$ cat src/rtl/serial_magnitude_comparator.sv
// serial_magnitude_comparator
// Compares two WIDTH-bit operands that arrive as 2-bit digit pairs, MSB digit
// first, over a valid/ready handshake. The result appears on registered
// eq/gt/lt flags, and done pulses for one cycle when they become valid.
// Optional build macro: SERIAL_CMP_SIGNED_EN. When it is defined, the operands
// are two's complement and the leading digit is compared as a signed value.
module serial_magnitude_comparator #(
    parameter int WIDTH = 8
) (
    input  logic       clk,
    input  logic       rst_n,
    input  logic       start,
    input  logic       in_valid,
    output logic       in_ready,
    input  logic [1:0] a_digit,
    input  logic [1:0] b_digit,
    output logic       busy,
    output logic       done,
    output logic       eq,
    output logic       gt,
    output logic       lt
);

    localparam int DIGITS = WIDTH / 2;
    localparam int CW     = (DIGITS > 1) ? $clog2(DIGITS) : 1;
    localparam logic [CW-1:0] LAST = CW'(DIGITS - 1);

    typedef enum logic [1:0] {
        S_IDLE = 2'd0,
        S_RUN  = 2'd1,
        S_DONE = 2'd2
    } state_t;

    typedef enum logic [1:0] {
        REL_EQ = 2'd0,
        REL_GT = 2'd1,
        REL_LT = 2'd2
    } rel_t;

    state_t        state_q, state_d;
    rel_t          rel_q, rel_d;
    logic [CW-1:0] cnt_q, cnt_d;
    logic          eq_q, eq_d;
    logic          gt_q, gt_d;
    logic          lt_q, lt_d;

    logic dig_gt, dig_lt;
    rel_t rel_next;

    // Compare the current digit pair; only the leading digit carries a sign.
    always_comb begin
        dig_gt = (a_digit > b_digit);
        dig_lt = (a_digit < b_digit);
`ifdef SERIAL_CMP_SIGNED_EN
        if (cnt_q == '0) begin
            dig_gt = ($signed(a_digit) > $signed(b_digit));
            dig_lt = ($signed(a_digit) < $signed(b_digit));
        end
`endif
    end

    // The relation is decided by the first unequal digit and then frozen.
    always_comb begin
        rel_next = rel_q;
        if (rel_q == REL_EQ) begin
            if (dig_gt)      rel_next = REL_GT;
            else if (dig_lt) rel_next = REL_LT;
            else             rel_next = REL_EQ;
        end
    end

    // Next-state logic: sequence IDLE -> RUN (one beat per handshake) -> DONE.
    always_comb begin
        state_d = state_q;
        rel_d   = rel_q;
        cnt_d   = cnt_q;
        eq_d    = eq_q;
        gt_d    = gt_q;
        lt_d    = lt_q;
        unique case (state_q)
            S_IDLE: begin
                if (start) begin
                    state_d = S_RUN;
                    cnt_d   = '0;
                    rel_d   = REL_EQ;
                    eq_d    = 1'b0;
                    gt_d    = 1'b0;
                    lt_d    = 1'b0;
                end
            end
            S_RUN: begin
                // in_ready is high for the whole RUN state, so in_valid alone
                // marks an accepted beat.
                if (in_valid) begin
                    rel_d = rel_next;
                    cnt_d = cnt_q + 1'b1;
                    if (cnt_q == LAST) begin
                        state_d = S_DONE;
                        eq_d    = (rel_next == REL_EQ);
                        gt_d    = (rel_next == REL_GT);
                        lt_d    = (rel_next == REL_LT);
                    end
                end
            end
            S_DONE: begin
                state_d = S_IDLE;
            end
            default: begin
                state_d = S_IDLE;
            end
        endcase
    end

    // State and result registers; reset discards any partial comparison.
    always_ff @(posedge clk or negedge rst_n) begin
        if (!rst_n) begin
            state_q <= S_IDLE;
            rel_q   <= REL_EQ;
            cnt_q   <= '0;
            eq_q    <= 1'b0;
            gt_q    <= 1'b0;
            lt_q    <= 1'b0;
        end else begin
            state_q <= state_d;
            rel_q   <= rel_d;
            cnt_q   <= cnt_d;
            eq_q    <= eq_d;
            gt_q    <= gt_d;
            lt_q    <= lt_d;
        end
    end

    // Handshake and status outputs decode straight from the state register.
    always_comb begin
        in_ready = (state_q == S_RUN);
        busy     = (state_q != S_IDLE);
        done     = (state_q == S_DONE);
        eq       = eq_q;
        gt       = gt_q;
        lt       = lt_q;
    end

endmodule

$ cat config.mk
export PLATFORM = sky130hd
export DESIGN_NAME = serial_magnitude_comparator
export DESIGN_NICKNAME = d
export VERILOG_FILES = /design/src/rtl/serial_magnitude_comparator.sv
export SDC_FILE = /design/constraint.sdc
export NUM_CORES = 1
export LEC_CHECK = 0
export CAP_MARGIN = 20
export CORE_MARGIN = 8
export CORE_UTILIZATION = 40
export CTS_BUF_LIST = sky130_fd_sc_hd__clkbuf_8
export CTS_CLUSTER_SIZE = 16
export DETAILED_ROUTE_END_ITERATION = 12
export PLACE_DENSITY = 0.68
export SYNTH_ARGS = -nofsm -noshare
export SYNTH_HDL_FRONTEND = slang
export SYNTH_SLANG_ARGS = --single-unit
$ cat constraint.sdc
create_clock -name clk -period 2.48 [get_ports clk]
set_input_delay 0.744 -clock clk [delete_from_list [all_inputs] [get_ports clk]]
set_output_delay 0.744 -clock clk [all_outputs]
set_load 0.1 [all_outputs]
==> flow_summary.yaml, run 1 <==
place:
  gp_congestion: 0.798
  pre_cts_slack_ns: 0.267
  port_buffers: 13
  dpl.hpwl_um: 813
yosys:
  syn_area_um2: 528
  synth_top_family_by_area: "compound AO/OA/AOI/OAI gates"
  ys_seq_elements: 9
  avgSynthCellArea_um2: 10.4
  yosys.area_share.simple_pct: 15.6
  async_reset_ff_share_pct: 100
  syn_inst: 51
  synth_compound_area_share_pct: 24.9
  syn_nets: 62
  synth_seq_area_share_pct: 42.7
  synth_xor_area_share_pct: 0
  synth_cell_types: 24
  yosys_warnings: 0
  synth_mux_area_share_pct: 1.90
  synth_fa_ha_area_share_pct: 7.11
  synth_top_flop_cell: "dfrtp_1"
  synth_enable_flop_cells: 0
timing:
  max_freq_mhz: 500
  finClkSkew_ns: 0.00185
  maxSlewHeadroom_pct: 71.8
  period_needed_ns: 2.00
  worst_pin_slew_ns: 0.422
  finalMaxSlewViolations: 0
  hold_viol: 0
  finalWorstSetupSlack_ns: 0.481
  rsz0062_at_grt: "no"
  tns_ns: 0
  setup_violations: 0
  post-route-period-util_pct: 80.6
flow_run:
  drv_cap: 0
floorplan:
  die_h_um: 52.3
  die_area_um2: 2740
  initial_utilization_pct: 41.6
  num_rows: 13
  io_pins: 14
  core-area_um2: 1270
  die_x_um: 52.3
critical_path:
  critPathCaptureType: "output port"
  path_max_fanout: 9
  r2r_cells: 5
  reg2reg_slack_ns: 1.02
  path_class: "reg -> out"
  crit_required_ns: 1.74
  worstPathArrival_ns: 1.25
  crit_path_start_kind: "register"
power_and_ir_drop:
  switching_share_pct: 50.3
  power_frac_seq_pct: 26.2
  p_comb_share_pct: 58.7
  irDropWorstVdd_uv: 909
  p_leak_nw: 0.356
  power_frac_clock_pct: 15.0
  power_mw: 1.08
  power_density_nw_per_um2: 1470
  power_switching_mw: 0.546
  internal_power_mw: 0.539
cts:
  clockRootBuffer: "clkbuf_8"
  cts_buffer_depth: 2
  cts-resized-gates: 0
  cts_setup_buffers: 0
  tritoncts: "yes"
  clock_latency_ns: 0.23
  clk_pin_slew_ns: 0.04
  h-tree-depth: 1
  cts_sinks: 9
  numCtsBuffers: 3
  postCtsHoldBufs: 0
drt:
  wl_per_cell_um: 12.7
  viasPerCell: 5.10
  dr.pass1.iters: 4
  vias: 418
  initialDrtViolationCount: 8
  drc: 0
  drt-total-wl_um: 1040
  ant_nets: 0
final_layout:
  area_growth_syn_to_layout_pct: 39.3
  n_fill_cell: 111
  fin_nets: 79
  layout-drive-gt1-share_pct: 25.4
  diodes: 0
global_routing:
  grt_pass1_wl_um: 1770
  grt_pass1_vias: 422
  antenna_found_initial: 0
  grt-ovfl-total: 0
  met3_usage_pct: 3.98
  grt_use_met1_pct: 10.4
  gr-max-usage-layer: "met2"
  grt_max_degree: 10
  met2_usage_pct: 12.6
  grt_usage_pct: 8.96
outcome:
  outcome: "complete, no violations"
min_path:
  holdPathStages: 1
  hold_path.class: "reg -> reg"
[kinds of logic (layout without fill, tap and decap cells)]
logic type      Yosys count  in the layout
simple gates             15             15
compound gates           14             14
flops                     9              9
buf+inv                   9             25
fa+ha+maj                 3              3
mux                       1              1
[cells in the mapped netlist, drive strengths merged, types with 2 or more instances]
cell type / instances / share of area [%]
a21oi: 4 / 6.6
a22o: 2 / 3.3
a32o: 3 / 5.9
dfrtp: 9 / 43
ha: 3 / 7.1
inv: 8 / 5.7
nand2: 2 / 1.4
nand2b: 3 / 3.6
nor2: 6 / 4.7
o21bai: 2 / 3.6
[metrics by stage]
step / hold WS [ns] / instances / area [µm²] / utilization (%)
2_1_floorplan: 0.448 / 51 / 531 / -
3_3_place_gp: 0.467 / 78 / 691 / 54.4
3_5_place_dp: 0.487 / 78 / 691 / 54.4
4_1_cts: 0.497 / 82 / 736 / 58.0
5_1_grt: 0.511 / 82 / 736 / 58.0
6_report: 0.497 / 82 / 736 / 58.0
[critical path, cell delays in order (launching register included)]
cell and delay [ns]:
dfrtp_1 0.52, nand2b_1 0.19, inv_1 0.13, buf_12 0.18
[metal layers]
layer	share of wire, %	vias up
met4	2.5	0
met2	44	12
met3	8.8	5
met1	45	188
met5	0	-
li1	-	213
[cells in the final DEF (no fill, tap or decap), drive strengths merged]
master | synthesis | routed
o21bai | 2 | 2
ha | 3 | 3
dfrtp | 9 | 9
a32o | 3 | 3
nand2 | 2 | 2
buf | 1 | 6
o41ai | 1 | 1
nor3 | 1 | 1
o22ai | 1 | 1
nor2 | 6 | 6
nand2b | 3 | 3
a21oi | 4 | 4
clkdlybuf4s50 | 0 | 7
a22o | 2 | 2
clkbuf | 0 | 3
and2 | 1 | 1
a31oi | 1 | 1
and4b | 1 | 1
mux2i | 1 | 1
nor2b | 1 | 1
inv | 8 | 9
[flip-flops by register name, indices dropped and copies added, names as in the netlist]
name,cells
state_q,2
eq,1
lt,1
cnt_q,2
rel_q,2
gt,1
[power by group through the flow]
stage                     combinational (mW)  clock [mW]  sequential [mW]
after floorplan                        0.383           0            0.375
after global placement                 0.637           0            0.282
after detailed placement               0.641           0            0.285
after CTS                              0.644       0.170            0.285
after global routing                   0.678       0.184            0.296
final                                  0.637       0.163            0.285
[area by class of cell]
| type | count | area, µm² | share of cell area [%] |
|---|---|---|---|
| inverters | 8 | 30.0 | 4.08 |
| well taps | 15 | 18.8 | 2.55 |
| clock inverters | 1 | 3.75 | 0.510 |
| multi-input cells | 33 | 264 | 35.9 |
| repair buffers | 13 | 153 | 20.7 |
| flip-flops and latches | 9 | 225 | 30.6 |
| clock buffers | 3 | 41.3 | 5.61 |
[final timing paths]
| check | from | to |
|---|---|---|
| min in group asynchronous | rst_n | rel_q[0] |
| max reg2reg | cnt_q[0] | eq |
| max | state_q[0] | in_ready |
| min reg2reg | eq | eq |
| max in group asynchronous | rst_n | cnt_q[1] |
| min | eq | eq |
No activity file was read; power rests on OpenSTA's default activity.
==> run 2: changes to the inputs <==
--- a/config.mk
+++ b/config.mk
@@ -11,7 +11,7 @@
 export CTS_BUF_LIST = sky130_fd_sc_hd__clkbuf_8
 export CTS_CLUSTER_SIZE = 16
 export DETAILED_ROUTE_END_ITERATION = 12
-export PLACE_DENSITY = 0.68
+export PLACE_DENSITY = 0.71
 export SYNTH_ARGS = -nofsm -noshare
 export SYNTH_HDL_FRONTEND = slang
 export SYNTH_SLANG_ARGS = --single-unit
==> constraint.sdc (replaced) <==
create_clock -name clk -period 1.8 [get_ports clk]
set_input_delay 0.54 -clock clk [delete_from_list [all_inputs] [get_ports clk]]
set_output_delay 0.54 -clock clk [all_outputs]
set_load 0.1 [all_outputs]
==> run 2 against run 1 <==
Net effect: sequential power rose by 35%; clock power rose by 36%; clock skew fell by 0.00050 ns; flip-flop and latch count did not move; via count rose by 6.5%; final cell count rose by 6.1%; sequential share of layout area fell by 3.0 points; setup slack got worse by 0.46 ns; global-route usage rose by 0.36 points; highest routed layer unchanged.
==> flow_summary.yaml, run 2 (synthesis gave the netlist of run 1 again) <==
cts:
  cts_buffer_depth: 2
  cts_setup_buffers: 0
  clock_latency_ns: 0.23
  clk_pin_slew_ns: 0.04
  tritoncts: "yes"
  cts-resized-gates: 0
  h-tree-depth: 1
  postCtsHoldBufs: 0
  cts_sinks: 9
  clockRootBuffer: "clkbuf_8"
  numCtsBuffers: 3
global_routing:
  grt_max_degree: 10
  antenna_found_initial: 0
  grt-ovfl-total: 0
  grt_pass1_wl_um: 1920
  grt_usage_pct: 9.32
  grt_pass1_vias: 454
timing:
  finClkSkew_ns: 0.00135
  finalWorstSetupSlack_ns: 0.0170
  worst_pin_slew_ns: 0.406
  max_freq_mhz: 561
  post-route-period-util_pct: 99.1
  setup_violations: 0
  maxSlewHeadroom_pct: 72.8
  period_needed_ns: 1.78
  hold_viol: 0
  tns_ns: 0
  finalMaxSlewViolations: 0
outcome:
  outcome: "complete, no violations"
min_path:
  hold_end: "cnt_q[1]"
  holdPathStages: 1
  hold_path.class: "reg -> reg"
  holdCritStartpoint: "cnt_q[1]"
place:
  dpl.hpwl_um: 877
  placed_cell_area_um2: 763
  gp_congestion: 0.808
  port_buffers: 13
  pre_cts_slack_ns: -0.189
floorplan:
  io_pins: 14
  die_area_um2: 2740
  die_h_um: 52.3
  core-area_um2: 1270
  initial_utilization_pct: 41.6
  die_x_um: 52.3
  num_rows: 13
critical_path:
  path_max_fanout: 4
  reg2reg_to: "eq"
  path_class: "in -> reg"
  rr_startpoint: "cnt_q[0]"
  crit_chain: "clkdlybuf4s50_1 -> inv_1 -> ha_1 -> a21oi_2 -> o21bai_1 -> a32o_1"
  critPathCaptureType: "register"
  r2r_cells: 5
  crit_path_start_kind: "primary input"
  slowest_stage: "clkdlybuf4s50_1"
  crit_required_ns: 1.91
  worstPathArrival_ns: 1.90
  reg2reg_slack_ns: 0.34
  slowest_delay_ns: 0.45
final_layout:
  area_growth_syn_to_layout_pct: 54.5
  multi_input_area_um2: 269
  regArea_um2: 225
  layout-drive-gt1-share_pct: 30.6
  reg_top3: "cnt_q: 2 flops, rel_q: 2 flops, state_q: 2 flops"
  n_fill_cell: 101
  design_area_um2: 816
  diodes: 0
  final_cell_mix: "inv_1, dfrtp_1, clkdlybuf4s50_1, buf_12"
  fin_nets: 84
flow_run:
  drv_cap: 0
drt:
  ant_nets: 0
  drt-total-wl_um: 1130
  initialDrtViolationCount: 10
  wl_per_cell_um: 13.0
  dr.pass1.iters: 4
  viasPerCell: 5.11
  drc: 0
  vias: 445
power_and_ir_drop:
  irDropWorstVdd_uv: 1350
  p_leak_nw: 0.390
  power_density_nw_per_um2: 1970
run 2: cell count changes in the layout (fill, tap and decap cells not counted):
cell     change
nor2b_4      +1
buf_4        +2
nor2b_2      -1
buf_12       +3
run 2: metrics by stage:
stage                     total power [mW]  hold WS [ns]  util (%)  cells
after floorplan                       1.05         0.244         -     51
after CTS                             1.62         0.552      63.7     86
after detailed placement              1.38         0.537      60.2     82
final                                 1.60         0.553      64.3     87
after global routing                  1.71         0.572      64.3     87
after global placement                1.37         0.527      60.2     82
run 2: cell type report:
type,instances,share of cell area [%]
Clock buffer,3,5.06
Clock inverter,1,0.460
Inverter,8,3.68
Multi-Input combinational cell,33,33.0
Sequential cell,9,27.6
Tap cell,15,2.30
Timing Repair Buffer,18,27.9
run 2: per-layer routing:
metal / part of all wire, % / GRT usage (%)
met1: 46 / 11.1
met2: 48 / 14.2
met3: 5.1 / 1.99
met4: 1.7 / 6.90
met5: 0 / 0
run 2: worst max-delay path by stage:
stage / endpoint / slack [ns] / startpoint / depth (start not counted)
after CTS: gt / 0.04 / b_digit[1] / 6
after global routing: gt / -0.03 / b_digit[1] / 6
after global placement: gt / -0.16 / b_digit[1] / 6
after detailed placement: gt / -0.19 / b_digit[1] / 6
after floorplan: in_ready / 0.05 / state_q[1] / 2
final: gt / 0.02 / b_digit[1] / 6
run 2: critical path, delay by kind of cell:
| family | cells | cell delay [ns] |
|---|---|---|
| AO/OA/AOI/OAI | 3 | 0.58 |
| adder cells (fa/ha/maj) | 1 | 0.29 |
| buffers and inverters | 2 | 0.49 |
run 2: where the power goes:
group / internal (mW) / switching [mW]
clock network: 0.148 / 0.0740
registers: 0.288 / 0.0981
logic: 0.392 / 0.604
total: 0.828 / 0.776
==> run 3: changes to the inputs <==
--- a/config.mk
+++ b/config.mk
@@ -6,12 +6,12 @@
 export NUM_CORES = 1
 export LEC_CHECK = 0
 export CAP_MARGIN = 20
-export CORE_MARGIN = 8
-export CORE_UTILIZATION = 40
+export CORE_AREA = 8 8 45 47
 export CTS_BUF_LIST = sky130_fd_sc_hd__clkbuf_8
 export CTS_CLUSTER_SIZE = 16
 export DETAILED_ROUTE_END_ITERATION = 12
-export PLACE_DENSITY = 0.71
+export DIE_AREA = 0 0 53 55
+export PLACE_DENSITY = 0.7
 export SYNTH_ARGS = -nofsm -noshare
 export SYNTH_HDL_FRONTEND = slang
 export SYNTH_SLANG_ARGS = --single-unit
==> run 3 against run 2 <==
Net effect: critical path depth fell by 3; non-clock buffer count did not move; sequential power barely moved; register-to-register slack barely moved; maximum frequency rose by 3.3%; first-iteration DRC count rose by 10%.
==> flow_summary.yaml, run 3 (synthesis gave the netlist of run 1 again) <==
outcome:
  outcome: "complete, no violations"
critical_path:
  rr_startpoint: "state_q[0]"
  crit_chain: "nand2b_2 -> inv_1 -> buf_12"
  endpoint: "in_ready"
  slowest_stage: "dfrtp_1"
  reg2reg_slack_ns: 0.35
  worstPathArrival_ns: 1.19
  critPathCaptureType: "output port"
  path_class: "reg -> out"
  path_max_fanout: 7
  critPathBufInv: 2
  r2r_cells: 5
  crit_path_start: "state_q[1]"
  reg2reg_to: "eq"
  path_delay_family: "flip-flops"
  crit_required_ns: 1.26
  crit_path_start_kind: "register"
  slowest_delay_ns: 0.43
  path_depth: 3
timing:
  rsz0062_at_grt: "no"
  holdWs_ns: 0.545
  setup_violations: 0
  post-route-period-util_pct: 95.9
  finalMaxSlewViolations: 0
  finClkSkew_ns: 0.00215
  maxSlewHeadroom_pct: 70.8
  period_needed_ns: 1.73
  hold_viol: 0
  worst_pin_slew_ns: 0.437
  max_freq_mhz: 579
global_routing:
  antenna_found_initial: 0
  grt-ovfl-total: 0
  grt_max_degree: 10
  grt_pass1_wl_um: 1850
  grt_usage_pct: 8.93
  grt_pass1_vias: 460
min_path:
  hold_path.class: "reg -> reg"
  holdCritStartpoint: "lt"
floorplan:
  die_area_um2: 2920
  die_x_um: 53
  io_pins: 14
  num_rows: 14
  initial_utilization_pct: 38.2
  core-area_um2: 1380
  die_h_um: 55
final_layout:
  final_cell_mix: "inv_1, dfrtp_1, clkdlybuf4s50_1, buf_12"
  reg_top3: "cnt_q: 2 flops, rel_q: 2 flops, state_q: 2 flops"
  layout-drive-gt1-share_pct: 33.3
  final_cells: 88
  area_growth_syn_to_layout_pct: 57.6
  n_fill_cell: 110
  diodes: 0
  fin_nets: 84
cts:
  clockRootBuffer: "clkbuf_8"
  numCtsBuffers: 3
  clock_latency_ns: 0.23
  postCtsHoldBufs: 0
  tritoncts: "yes"
  cts_sinks: 9
  cts_buffer_depth: 2
  clk_pin_slew_ns: 0.04
  h-tree-depth: 1
power_and_ir_drop:
  internal_power_mw: 0.835
  power_switching_mw: 0.784
  switching_share_pct: 48.4
  p_leak_nw: 0.390
  p_comb_share_pct: 62.1
  power_mw: 1.62
  power_frac_seq_pct: 23.9
  power_frac_clock_pct: 14.0
  irDropWorstVdd_uv: 1460
  power_density_nw_per_um2: 1950
place:
  dpl.hpwl_um: 910
  port_buffers: 13
  place_inst: 83
  gp_congestion: 0.830
drt:
  ant_nets: 0
  wl_per_cell_um: 13.4
  viasPerCell: 5.18
  vias: 456
  initialDrtViolationCount: 11
  drc: 0
  dr.pass1.iters: 4
  drt-total-wl_um: 1180
flow_run:
  drv_cap: 0
==> run 3: cell count changes in the layout (fill, tap and decap cells not counted) <==
cell	previous run	this run
ha_1	3	2
nand2b_1	3	2
ha_4	0	1
nand2b_2	0	1
==> run 3: worst min-delay path by stage <==
| stage | to | slack (ns) | cells after the start |
|---|---|---|---|
| final | lt | 0.55 | 2 |
| after global routing | cnt_q[1] | 0.58 | 1 |
| after CTS | lt | 0.55 | 2 |
| after detailed placement | lt | 0.54 | 2 |
| after global placement | cnt_q[1] | 0.52 | 1 |
| after floorplan | cnt_q[0] | 0.24 | 0 |
==> run 3: cell type report <==
type / count / area [µm²] / share of cell area (%)
Multi-Input combinational cell: 33 / 284 / 34.1
Inverter: 8 / 30.0 / 3.61
Clock buffer: 3 / 41.3 / 4.96
Tap cell: 16 / 20.0 / 2.41
Sequential cell: 9 / 225 / 27.1
Timing Repair Buffer: 18 / 228 / 27.4
Clock inverter: 1 / 3.75 / 0.451
==> run 3: power by group through the flow <==
| stage | logic (mW) | clock network, mW | registers, mW |
|---|---|---|---|
| 3_5_place_dp | 0.994 | 0 | 0.387 |
| 4_1_cts | 0.997 | 0.236 | 0.385 |
| 3_3_place_gp | 0.984 | 0 | 0.384 |
| 5_1_grt | 1.06 | 0.242 | 0.404 |
| 2_1_floorplan | 0.534 | 0 | 0.517 |
| 6_report | 1.01 | 0.227 | 0.387 |
==> run 3: worst min-delay path: cells and delay by family (launching register included) <==
| family | cells | cell delay (ns) |
|---|---|---|
| flops | 1 | 0.39 |
| simple gates | 1 | 0.08 |
| compound gates | 1 | 0.05 |
==> run 3: layer usage <==
layer / routed length (µm) / global-route usage, % / part of all wire (%) / vias to the layer above
met5: 0 / 0 / 0 / -
met4: 54 / 7.76 / 4.6 / 0
met3: 87 / 3.21 / 7.4 / 6
met1: 477 / 9.35 / 41 / 210
met2: 556 / 14.1 / 47 / 22
li1: - / - / - / 218
==> run 3: stage by stage <==
stage                     cell area, µm²  TNS [ns]  utilization [%]  setup slack (ns)
after detailed placement             764    -0.634             55.2            -0.196
after floorplan                      536         0                -            0.0528
final                                832         0             60.1            0.0737
after global routing                 832         0             60.1            0.0106
after CTS                            810         0             58.5            0.0527
after global placement               764    -0.555             55.2            -0.168
==> run 3: timing repair <==
| item | in CTS | in global routing |
|---|---|---|
| hold endpoints to repair | 0 | 0 |
| setup endpoints to repair | 0 | 2 |
| buffers inserted | 0 | 1 |
| gates resized for setup | 0 | 2 |
